--- config.mk ---
export PLATFORM = sky130hd
export DESIGN_NAME = bft_stream_tx
export DESIGN_NICKNAME = d
export VERILOG_FILES = /design/src/rtl/bft_pkg.sv /design/src/rtl/bft_credit_counter.sv /design/src/rtl/bft_stream_tx.sv
export SDC_FILE = /design/constraint.sdc
export NUM_CORES = 1
export LEC_CHECK = 0
export BUFFER_PORTS_ARGS = -buffer_cell sky130_fd_sc_hd__buf_2
export CORE_MARGIN = 10
export CORE_UTILIZATION = 39
export CTS_CLUSTER_DIAMETER = 40
export DETAILED_ROUTE_END_ITERATION = 8
export PLACE_DENSITY = 0.76
export SYNTH_ARGS = -nofsm -noshare
export SYNTH_HDL_FRONTEND = slang
export SYNTH_SLANG_ARGS = --single-unit
--- constraint.sdc ---
create_clock -name clk -period 4.5 [get_ports clk]
set_input_delay 1.125 -clock clk [delete_from_list [all_inputs] [get_ports clk]]
set_output_delay 1.125 -clock clk [all_outputs]
set_load 0.005 [all_outputs]
--- src/rtl/bft_pkg.sv ---
// BFT stream transmitter shared definitions: default packet field layout,
// the credit return port number, and the transmitter FSM state type.
package bft_pkg;

    // Default 49-bit packet layout: [48] valid, [47:43] leaf, [42:39] port,
    // [38:32] addr/sequence, [31:0] payload.
    localparam int unsigned PKT_VALID_BIT = 48;
    localparam int unsigned PKT_LEAF_LSB  = 43;
    localparam int unsigned PKT_LEAF_W    = 5;
    localparam int unsigned PKT_PORT_LSB  = 39;
    localparam int unsigned PKT_PORT_W    = 4;
    localparam int unsigned PKT_ADDR_LSB  = 32;
    localparam int unsigned PKT_ADDR_W    = 7;
    localparam int unsigned PKT_DATA_LSB  = 0;
    localparam int unsigned PKT_DATA_W    = 32;

    // Credits come back on this port of the sender's own leaf.
    localparam int unsigned CREDIT_PORT = 0;

    typedef enum logic [1:0] {
        STALL = 2'd0,
        SEND  = 2'd1,
        HOLD  = 2'd2
    } tx_state_t;

endpackage

--- src/rtl/bft_credit_counter.sv ---
// Saturating credit counter for the BFT transmitter. Resets full
// (2^NUM_BRAM_ADDR_BITS), adds returned credits, subtracts one per transfer,
// never underflows. count_next exposes the value being loaded this cycle so
// the FSM can pick its next state from the post-update credit count.
module bft_credit_counter
    import bft_pkg::*;
#(
    parameter int unsigned NUM_BRAM_ADDR_BITS = 7
) (
    input  logic                          clk,
    input  logic                          reset,
    input  logic [NUM_BRAM_ADDR_BITS:0]   inc,
    input  logic                          inc_vld,
    input  logic                          dec,
    output logic [NUM_BRAM_ADDR_BITS:0]   count,
    output logic [NUM_BRAM_ADDR_BITS:0]   count_next
);

    // One extra bit of headroom so count + inc cannot wrap before saturation.
    localparam logic [NUM_BRAM_ADDR_BITS+1:0] W_MAX = {2'b01, {NUM_BRAM_ADDR_BITS{1'b0}}};
    localparam logic [NUM_BRAM_ADDR_BITS+1:0] W_ONE = {{(NUM_BRAM_ADDR_BITS+1){1'b0}}, 1'b1};
    localparam logic [NUM_BRAM_ADDR_BITS:0]   W_FULL = {1'b1, {NUM_BRAM_ADDR_BITS{1'b0}}};

    logic [NUM_BRAM_ADDR_BITS:0]   r_count;
    logic [NUM_BRAM_ADDR_BITS+1:0] w_sum;
    logic [NUM_BRAM_ADDR_BITS+1:0] w_net;

    // Add incoming credit, take one for a transfer (floored at 0), then saturate.
    always_comb begin
        w_sum = {1'b0, r_count} + (inc_vld ? {1'b0, inc} : '0);
        w_net = w_sum;
        if (dec && (w_sum != '0)) begin
            w_net = w_sum - W_ONE;
        end
        count_next = (w_net > W_MAX) ? W_FULL : w_net[NUM_BRAM_ADDR_BITS:0];
    end

    // Credit register, full on reset.
    always_ff @(posedge clk) begin
        if (reset) begin
            r_count <= W_FULL;
        end else begin
            r_count <= count_next;
        end
    end

    assign count = r_count;

endmodule

--- src/rtl/bft_stream_tx.sv ---
// BFT stream transmitter: accepts payload words under credit-based flow
// control and emits registered BFT packets one cycle after acceptance.
// Credit packets returned on din_bft2tx replenish the credit count.
// Optional feature: define BFT_TX_SEQ_EN to carry a per-transfer sequence
// number in the addr field; otherwise the addr field is 0.
module bft_stream_tx
    import bft_pkg::*;
#(
    parameter int unsigned PACKET_BITS        = 49,
    parameter int unsigned PAYLOAD_BITS       = 32,
    parameter int unsigned NUM_LEAF_BITS      = 5,
    parameter int unsigned NUM_PORT_BITS      = 4,
    parameter int unsigned NUM_ADDR_BITS      = 7,
    parameter int unsigned NUM_BRAM_ADDR_BITS = 7,
    parameter int unsigned SELF_LEAF          = 0
) (
    input  logic                          clk,
    input  logic                          reset,
    input  logic [PAYLOAD_BITS-1:0]       din,
    input  logic                          vld_in,
    output logic                          ack_out,
    input  logic [NUM_LEAF_BITS-1:0]      dest_leaf,
    input  logic [NUM_PORT_BITS-1:0]      dest_port,
    input  logic [PACKET_BITS-1:0]        din_bft2tx,
    output logic [PACKET_BITS-1:0]        dout_tx2bft,
    input  logic                          resend,
    output logic [NUM_BRAM_ADDR_BITS:0]   credits
);

    localparam int unsigned PORT_LSB  = PAYLOAD_BITS + NUM_ADDR_BITS;
    localparam int unsigned LEAF_LSB  = PORT_LSB + NUM_PORT_BITS;
    localparam int unsigned VALID_BIT = LEAF_LSB + NUM_LEAF_BITS;

    tx_state_t                     r_state;
    tx_state_t                     w_state_next;
    logic [PACKET_BITS-1:0]        r_pkt;
    logic [NUM_ADDR_BITS-1:0]      w_addr;
    logic                          w_xfer;
    logic                          w_credit_vld;
    logic [NUM_BRAM_ADDR_BITS:0]   w_inc;
    logic [NUM_BRAM_ADDR_BITS:0]   w_credits_next;

    assign w_credit_vld = din_bft2tx[VALID_BIT]
                       && (din_bft2tx[LEAF_LSB +: NUM_LEAF_BITS] == NUM_LEAF_BITS'(SELF_LEAF))
                       && (din_bft2tx[PORT_LSB +: NUM_PORT_BITS] == NUM_PORT_BITS'(CREDIT_PORT));
    assign w_inc        = din_bft2tx[NUM_BRAM_ADDR_BITS:0];

    assign ack_out = (r_state == SEND) && !resend && !reset;
    assign w_xfer  = vld_in && ack_out;

    bft_credit_counter #(
        .NUM_BRAM_ADDR_BITS (NUM_BRAM_ADDR_BITS)
    ) u_credit (
        .clk        (clk),
        .reset      (reset),
        .inc        (w_inc),
        .inc_vld    (w_credit_vld),
        .dec        (w_xfer),
        .count      (credits),
        .count_next (w_credits_next)
    );

`ifdef BFT_TX_SEQ_EN
    logic [NUM_ADDR_BITS-1:0] r_seq;

    // Sequence number advances once per accepted word, wrapping naturally.
    always_ff @(posedge clk) begin
        if (reset) begin
            r_seq <= '0;
        end else if (w_xfer) begin
            r_seq <= r_seq + NUM_ADDR_BITS'(1);
        end
    end

    assign w_addr = r_seq;
`else
    assign w_addr = '0;
`endif

    // FSM state register.
    always_ff @(posedge clk) begin
        if (reset) begin
            r_state <= SEND;
        end else begin
            r_state <= w_state_next;
        end
    end

    // Next state: replay pause wins, else follow the post-update credit count
    // so the last credit closes ack_out on the very next cycle.
    always_comb begin
        w_state_next = SEND;
        if (resend) begin
            w_state_next = HOLD;
        end else if (w_credits_next == '0) begin
            w_state_next = STALL;
        end
    end

    // Output packet register: holds an accepted word for exactly one cycle.
    always_ff @(posedge clk) begin
        if (reset) begin
            r_pkt <= '0;
        end else if (w_xfer) begin
            r_pkt <= {1'b1, dest_leaf, dest_port, w_addr, din};
        end else begin
            r_pkt <= '0;
        end
    end

    assign dout_tx2bft = resend ? '0 : r_pkt;

endmodule

---- Word-level counts from Yosys, hierarchy flattened ----
Cells that the tools add are included.
word-level totals
  register bits after elaboration ......... 59
  bits of input ports ..................... 94
  word-level logic and storage cells ...... 29
cells by class
  $add $sub $neg .......................... 2
  $lt $le $gt $ge ......................... 1
  equal/unequal tests ..................... 1
  mux-type cells .......................... 7
  bitwise gates (word level) .............. 1
  reduce and logical (&&, ||, !) cells .... 13
operators by type and width
  operator             count
  $mux 49              2
  $mux 8               2
  $add 8x9->9          1
  $gt 9x8->1 const B   1
  $mux 9               1
  $reduce_bool 9->1    1
  $sub 9x1->9 const B  1
  $logic_not 8->1      1
  $logic_and 1x1->1    6
  $logic_not 5->1      1
  $logic_not 4->1      1
  $eq 2x1->1 const B   1
  $logic_not 1->1      2
  $mux 2               1
  $reduce_or 2->1      1
  $mux 1               1
  $not 1->1            1

---- Longest topological paths before layout ----
Gate-level depths: netlist (run 1).
  depth after elaboration ................. 13
  mapped depth ............................ 17
  mapped depth without buffers ............ 16

---- Cells and area by module ----
From an unflattened synthesis (run 1), not the netlist that was laid out.
second synthesis, totals
  cell total of the unflattened synthesis .. 347
  area total of the unflattened synthesis .. 3029.2 um^2
by module, submodules not included
  module              instances  cells each  area each (um^2)  sequential area each (um^2)
  bft_stream_tx       1          202         1905.6            880.8
  bft_credit_counter  1          145         1123.6            160.2

---- Worst setup path after synthesis (run 1) ----
Ideal clock, no wire load.
  kind .................................... input to register
  start ................................... input din_bft2tx[40]
  end ..................................... register u_credit.r_count[6] (netlist: u_credit.count[6])
  library setup time ...................... 0.086 ns
  arrival time ............................ 4.701 ns
  slack ................................... -0.286 ns
  stages on the path ...................... 16
  buffers on the path ..................... 1
  cells stage by stage .................... nor4_1 > and4b_1 > and2_1 > ha_1 > inv_1 > fa_1 > or2b_1 > a21oi_1 > xor2_1 > or4_1 > buf_1 > or4_4 > a31o_1 > a21oi_2 > a21boi_1 > a211oi_1
on the way
  longest elaborated chain between the ends .. 9
  elaborated cells between the ends (all ways) .. 10
  classes of those cells .................. 2 x add/sub; 1 x order compare; 3 x mux; 4 x reduce/logical
RTL lines
  item                                                                 RTL line                  RTL
  start: declaration                                                   bft_stream_tx.sv:24       input logic [PACKET_BITS-1:0] din_bft2tx,
  $logic_not 4->1 (*)                                                  bft_stream_tx.sv:45       && (din_bft2tx[PORT_LSB +: NUM_PORT_BITS] == NUM_PORT_BITS'(CREDIT_PORT));
  $logic_and 1x1->1 (*)                                                bft_stream_tx.sv:45
  $mux 8 (*)                                                           bft_credit_counter.sv:30  w_sum = {1'b0, r_count} + (inc_vld ? {1'b0, inc} : '0);
  $add 8x9->9 (*)                                                      bft_credit_counter.sv:30
  parallel branches: the longest is 2 deep, another holds $sub 9x1->9  n/a
  $mux 9 (*)                                                           bft_credit_counter.sv:32  if (dec && (w_sum != '0)) begin
  $gt 9x8->1                                                           bft_credit_counter.sv:35  count_next = (w_net > W_MAX) ? W_FULL : w_net[NUM_BRAM_ADDR_BITS:0];
  $mux 8 (*)                                                           bft_credit_counter.sv:35
  end signal: assignment                                               bft_credit_counter.sv:43  r_count <= count_next;
  end: declaration                                                     bft_credit_counter.sv:24  logic [NUM_BRAM_ADDR_BITS:0] r_count;
Every way passes the cells marked *.
A chain may end at the register's enable or synchronous reset.

---- Worst setup path in the final report (run 1) ----
  start ................................... input din_bft2tx[45]
  end ..................................... register u_credit.r_count[0] (netlist: u_credit.count[0])
on the way
  longest elaborated chain between the ends .. 10
  elaborated cells between the ends (all ways) .. 11
  classes of those cells .................. 2 x add/sub; 1 x order compare; 3 x mux; 5 x reduce/logical
RTL lines
  item                                                                 RTL line                  RTL
  $logic_not 5->1 (*)                                                  bft_stream_tx.sv:44       && (din_bft2tx[LEAF_LSB +: NUM_LEAF_BITS] == NUM_LEAF_BITS'(SELF_LEAF))
  $logic_and 1x1->1 (*)                                                bft_stream_tx.sv:44
  $logic_and 1x1->1 (*)                                                bft_stream_tx.sv:45
  $mux 8 (*)                                                           bft_credit_counter.sv:30
  $add 8x9->9 (*)                                                      bft_credit_counter.sv:30
  parallel branches: the longest is 2 deep, another holds $sub 9x1->9  n/a
  $mux 9 (*)                                                           bft_credit_counter.sv:32
  $gt 9x8->1                                                           bft_credit_counter.sv:35
  $mux 8 (*)                                                           bft_credit_counter.sv:35
Marks and branches as above.

==> results of run 1 <==
## timing repair
| item | in CTS | in global routing |
|---|---|---|
| gates cloned | 0 | 0 |
| endpoints found under the setup margin | 8 | 9 |
| resized for setup | 15 | 14 |
| buffers inserted | 1 | 3 |
| hold endpoints to repair | 0 | 0 |
| pin swaps | 14 | 21 |
## registers in the layout, indices dropped and copies added, names as in the netlist
name,flops
r_pkt,42
u_credit.count,8
r_state,2
## worst max-delay path, delay by kind of cell
family                     cells  cell delay, ps
and+or+nand+nor                7            2140
AOI/OAI and AO/OA              4             700
adders and majority gates      2             460
buffers and inverters          3             300
xor gates and xnor gates       1             100
## logic make-up after synthesis
| logic type | after synthesis | synth area share [%] |
|---|---|---|
| and+or+nand+nor | 147 | 35.6 |
| DFF | 52 | 41.3 |
| buffers and inverters | 31 | 5.71 |
| other | 1 | 0.149 |
| muxes | 2 | 0.844 |
| xor gates and xnor gates | 6 | 2.09 |
| adders and majority gates | 11 | 5.76 |
| AOI/OAI and AO/OA | 32 | 8.59 |
## per-stage QoR
| stage | instances | util [%] |
|---|---|---|
| floorplan | 288 | - |
| global placement | 484 | 52.6 |
| detailed placement | 484 | 52.6 |
| CTS | 493 | 55.9 |
| global route | 494 | 57.1 |
| finish | 494 | 57.1 |
## metal layers
layer / vias to the layer above / track usage, % / part of all wire (%)
met5: - / 0 / 0
met4: 0 / 5.11 / 1.4
met3: 9 / 5.91 / 9.2
met2: 81 / 22.4 / 48
met1: 1114 / 15.9 / 41
li1: 1225 / - / -
## area by class of cell
cell class                      count  area [um^2]
Fill cell                         578         2710
Multi-Input combinational cell    205         1480
Clock buffer                        5         68.8
Inverter                            9         33.8
Clock inverter                      3         68.8
Timing Repair Buffer              143          817
Sequential cell                    52         1040
Tap cell                           77         96.3
## worst max path at each step
stage	from	to	depth (start not counted)
after floorplan	din_bft2tx[40]	u_credit.count[6]$_SDFF_PP0_	16
after global placement	din_bft2tx[40]	u_credit.count[0]$_SDFF_PP0_	18
after detailed placement	din_bft2tx[40]	u_credit.count[0]$_SDFF_PP0_	17
after CTS	din_bft2tx[41]	u_credit.count[0]$_SDFF_PP0_	18
after global routing	din_bft2tx[45]	u_credit.count[6]$_SDFF_PP0_	16
final	din_bft2tx[45]	u_credit.count[0]$_SDFF_PP0_	17
## cell usage in the layout (no fill, tap or decap), types with 5 or more instances in the layout
cell / n
nor2b_1: 44
clkbuf_8: 5
and2_1: 7
buf_6: 5
buf_4: 28
conb_1: 7
nand2_1: 6
o21ai_0: 5
dfxtp_1: 52
a21oi_1: 6
ha_1: 9
nor2_1: 12
inv_1: 7
and3_1: 41
buf_2: 110
## power breakdown
group	internal, mW	switching, mW
clock	0.224	0.161
sequential	0.470	0.00303
combinational	0.0629	0.0642
total	0.757	0.228
==> results.tsv, run 1 <==
metric	value	unit
worst setup path category	input port to register	
CP max FO	3	
total chip power	0.985	mW
hold_buf cts	0	
setup TNS	-292	ps
post-synthesis cell count	282	
drt drc	0	
synth top area cells	dfxtp_1, nor2b_1, and3_1	
Main synth FF type	dfxtp_1	
synth-to-layout area growth	43.0	%
vias in the first global route	2428	
nets@finish	521	
gr ovfl total	0	
ys async rst share	0	%
largest net degree at the start of global routing	44	
status	finished with violations	
number of flops mapped to enable cells by yosys	0	
Crit Reg-Reg Endpoint	u_credit.count[0]$_SDFF_PP0_	
I/O pins	152	
RSZ-0062 raised after global routing	true	
Tmin final	4590	ps
Sink Count	52	
peak supply drop	0.187	mV
f_max	0.218	GHz
Worst Setup End Kind	register	
period utilization	102	%
Clock Tree Root	clkbuf_8	
crit path max-delay cell type	or4_4	
CTS tree	yes	
Final setup viols	6	
vias post-DR	2429	
worst-case clock buffer depth	2	
num rows	29	
hold path depth	5	
worst path arrival time	4830	ps
critical path cell sequence	buf_6 > nor4_4 > and4b_2 > and2_4 > ha_4 > inv_2 > fa_2 > or2b_1 > a21oi_2 > xor2_1 > or4_4 > or4_4 > a31o_1 > a21oi_2 > a21boi_2 > buf_4 > nor3_2	
clk_lat worst skew	310	ps
# diodes	0	
sequential-to-total area share from yosys stat	41.3	%
R2R Path Start	u_credit.count[0]$_SDFF_PP0_	
failing checks	negative setup slack	
post-place setup slack	-496	ps
gr usage total	13.8	%
required time of the critical path	4740	ps
Reg clk slew, reported paths	90	ps
most frequent cells after synthesis	dfxtp_1, nor2b_1, and3_1, clkbuf_1, nor2_1	
post-route cell area	0.00360	mm^2
max incr delay on CP	560	ps
cells on worst reg2reg path	13	
Max Cap Viol	0	
Die Wd	100	um
Synth cell types	52	
H-tree levels	2	
Routed WL	7400	um
Synth Cell Area	0.00252	mm^2
antenna violations before repair	0	
DRT Pass-1 Iters	4	
Avg Inst Size Synth	8.94	um^2
clock skew after layout	4.83	ps
Placer Congestion	0.887	
CTS buffer count	5	
Die H	100	um
Hold Vio Cnt, Final	0	
die area	0.0101	mm^2
Leakage	1.93	nW
worst hold endpoint	u_credit.count[3]$_SDFF_PP0_	
initial core utilization	39.9	%
Startpoint Class	input port	
DP Area	0.00332	mm^2
first-pass GRT wire length	11600	um
most frequent cell after synthesis	dfxtp_1	
routed length per instance	15.0	um
post-synth top area share	41.3	%
Synth Warn #	0	
R2R Setup Slk	1090	ps
Hold/Removal Path Class	register to register	
final worst setup slack	-91.0	ps
Buffers on Ports	113	
leading area contributor after synthesis	dfxtp_1	
dpl hpwl	5670	um
Slew Limit Fails	0	
Hold Crit Start	r_state[1]$_SDFF_PP0_	
Power Dens Cells	273	mW/mm^2
Post-DRT Antenna Nets	0	
register bit total from synthesis	52	
layout cells sized above 1	42.9	%
area of the core	0.00631	mm^2
hold_ws	789	ps
DR iter-0 viols	80	
DR vias/cell	4.92	
Note: power is estimated with default switching activity, not from simulation.
==> run 2: changes to the inputs <==
Settings changed: BUFFER_PORTS_ARGS -buffer_cell sky130_fd_sc_hd__buf_2 to unset, CORE_UTILIZATION 39 to 43, DONT_BUFFER_PORTS set to 1, PLACE_DENSITY 0.76 to unset, REMOVE_ABC_BUFFERS set to 1.
==> run 2 against run 1 <==
The flow now finishes without violations. Worst setup slack improved by 180 ps. Non-clock buffer count fell by 118. Sequential share of layout area rose by 7.1 points. Sequential power barely moved. Design area fell by 20%. Clock power fell by 32%. Clock skew rose by 2.8 ps. Critical path depth fell by 3. Fmax rose by 4.2%. Critical endpoint is now u_credit.count[6]$_SDFF_PP0_. Largest cell class unchanged.
==> results.tsv, run 2 (synthesized netlist as in run 1, its figures left out) <==
metric	value	unit
Tmin final	4410	ps
most frequent cells in the layout	dfxtp_1, nor2b_1, and3_1, buf_4, nor2_1	
Routed WL	6520	um
CP max FO	7	
commonest non-fill, non-tap cell in the layout	dfxtp_1	
Slew Limit Fails	0	
die area	0.00932	mm^2
clk_lat worst skew	300	ps
required time of the critical path	4720	ps
Placer Congestion	0.841	
nets@finish	403	
period utilization	97.9	%
Buffers on Ports	0	
CTS buffer count	5	
dpl hpwl	5120	um
Clock Tree Root	clkbuf_8	
setup TNS	0	ps
Hold/Removal Path Class	register to register	
Post-DRT Antenna Nets	0	
Max Cap Viol	0	
gr usage total	12.6	%
worst setup path category	input port to register	
Sink Count	52	
H-tree levels	2	
routed length per instance	17.6	um
Hold Vio Cnt, Final	0	
Startpoint Class	input port	
DP Area	0.00270	mm^2
Reg clk slew, reported paths	90	ps
largest net degree at the start of global routing	45	
area of the core	0.00561	mm^2
worst-case clock buffer depth	2	
first-pass GRT wire length	9380	um
worst slew pin tran	511	ps
layout cells sized above 1	19.4	%
Power Dens Cells	278	mW/mm^2
drt drc	0	
DRT Pass-1 Iters	4	
gr ovfl total	0	
CTS tree	yes	
max reg flops	42	
initial core utilization	44.9	%
peak supply drop	0.136	mV
Leakage	1.34	nW
f_max	0.227	GHz
synth-to-layout area growth	14.9	%
I/O pins	152	
post-route cell area	0.00290	mm^2
status	completed	
Die Wd	96.6	um
worst path arrival time	4620	ps
DR iter-0 viols	46	
Worst Setup End Kind	register	
Final setup viols	0	
most flop-heavy register	r_pkt	
antenna violations before repair	0	
clock skew after layout	7.64	ps
# diodes	0	
vias in the first global route	1834	
vias post-DR	1966	
Slew HR	65.4	%
Die H	96.6	um
RSZ-0062 raised after global routing	true	
DR vias/cell	5.30	
hold_buf cts	0	
num rows	27	
==> run 2: changes by cell type in the layout (fill, tap and decap cells not counted), sizes merged <==
cell and change:
bufinv -2, clkinv +1, clkinvlp +1, buf -118
==> run 2: through the flow <==
stage	setup slack, ps	hold WS (ps)	total power, mW	cells	utilization, %
after floorplan	-258	739	0.528	266	-
after global placement	-435	731	0.551	360	48.1
after detailed placement	-423	720	0.551	360	48.1
after CTS	4.48	732	0.816	369	50.1
after global routing	-62.9	806	0.849	371	51.7
final	93.3	754	0.806	371	51.7
==> run 2: repair_timing <==
| item | in CTS | in global routing |
|---|---|---|
| gates resized for setup | 4 | 17 |
| setup endpoints to repair | 4 | 9 |
| setup buffers | 1 | 2 |
| pin swaps | 3 | 13 |
==> run 2: worst paths after layout <==
| check | startpoint | to | slack, ps | depth (start not counted) |
|---|---|---|---|---|
| worst max-delay path | din_bft2tx[44] | u_credit.count[6]$_SDFF_PP0_ | 90 | 14 |
| worst min-delay path | r_state[1]$_SDFF_PP0_ | r_pkt[48]$_SDFF_PP0_ | 750 | 3 |
| worst max register to register | u_credit.count[0]$_SDFF_PP0_ | u_credit.count[6]$_SDFF_PP0_ | 1120 | 12 |
| worst min register to register | r_state[1]$_SDFF_PP0_ | r_pkt[48]$_SDFF_PP0_ | 750 | 3 |
==> run 2: worst max-delay path, cell delays in order <==
cell,delay [ps]
nor4_4,240
and4b_2,290
buf_6,120
and2_1,130
ha_1,240
or2_1,270
a41o_1,300
xnor2_1,160
or4_4,430
or4_4,560
a31o_1,260
a21oi_2,150
a21boi_2,110
a211oi_2,220
==> run 2: final cells by class <==
type	instances	area [um^2]
repair buffers	25	191
clock buffers	5	68.8
clock inverters	3	21.3
fillers	552	2710
flip-flops and latches	52	1040
inverters	9	33.8
well taps	72	90.1
multi-input cells	205	1450
==> run 2: per-layer routing <==
| metal | global-route usage, % | vias up | share of wire [%] |
|---|---|---|---|
| li1 | - | 988 | - |
| met1 | 15.0 | 911 | 40 |
| met2 | 21.7 | 63 | 51 |
| met3 | 3.16 | 4 | 8.3 |
| met4 | 4.00 | 0 | 0.87 |
| met5 | 0 | - | 0 |
==> run 2: where the power goes <==
part / internal (mW) / leakage (nW) / switching (mW) / total (mW)
sequential: 0.470 / 0.422 / 0.00377 / 0.474
combinational: 0.0340 / 0.874 / 0.0379 / 0.0719
clock: 0.110 / 0.0445 / 0.149 / 0.260
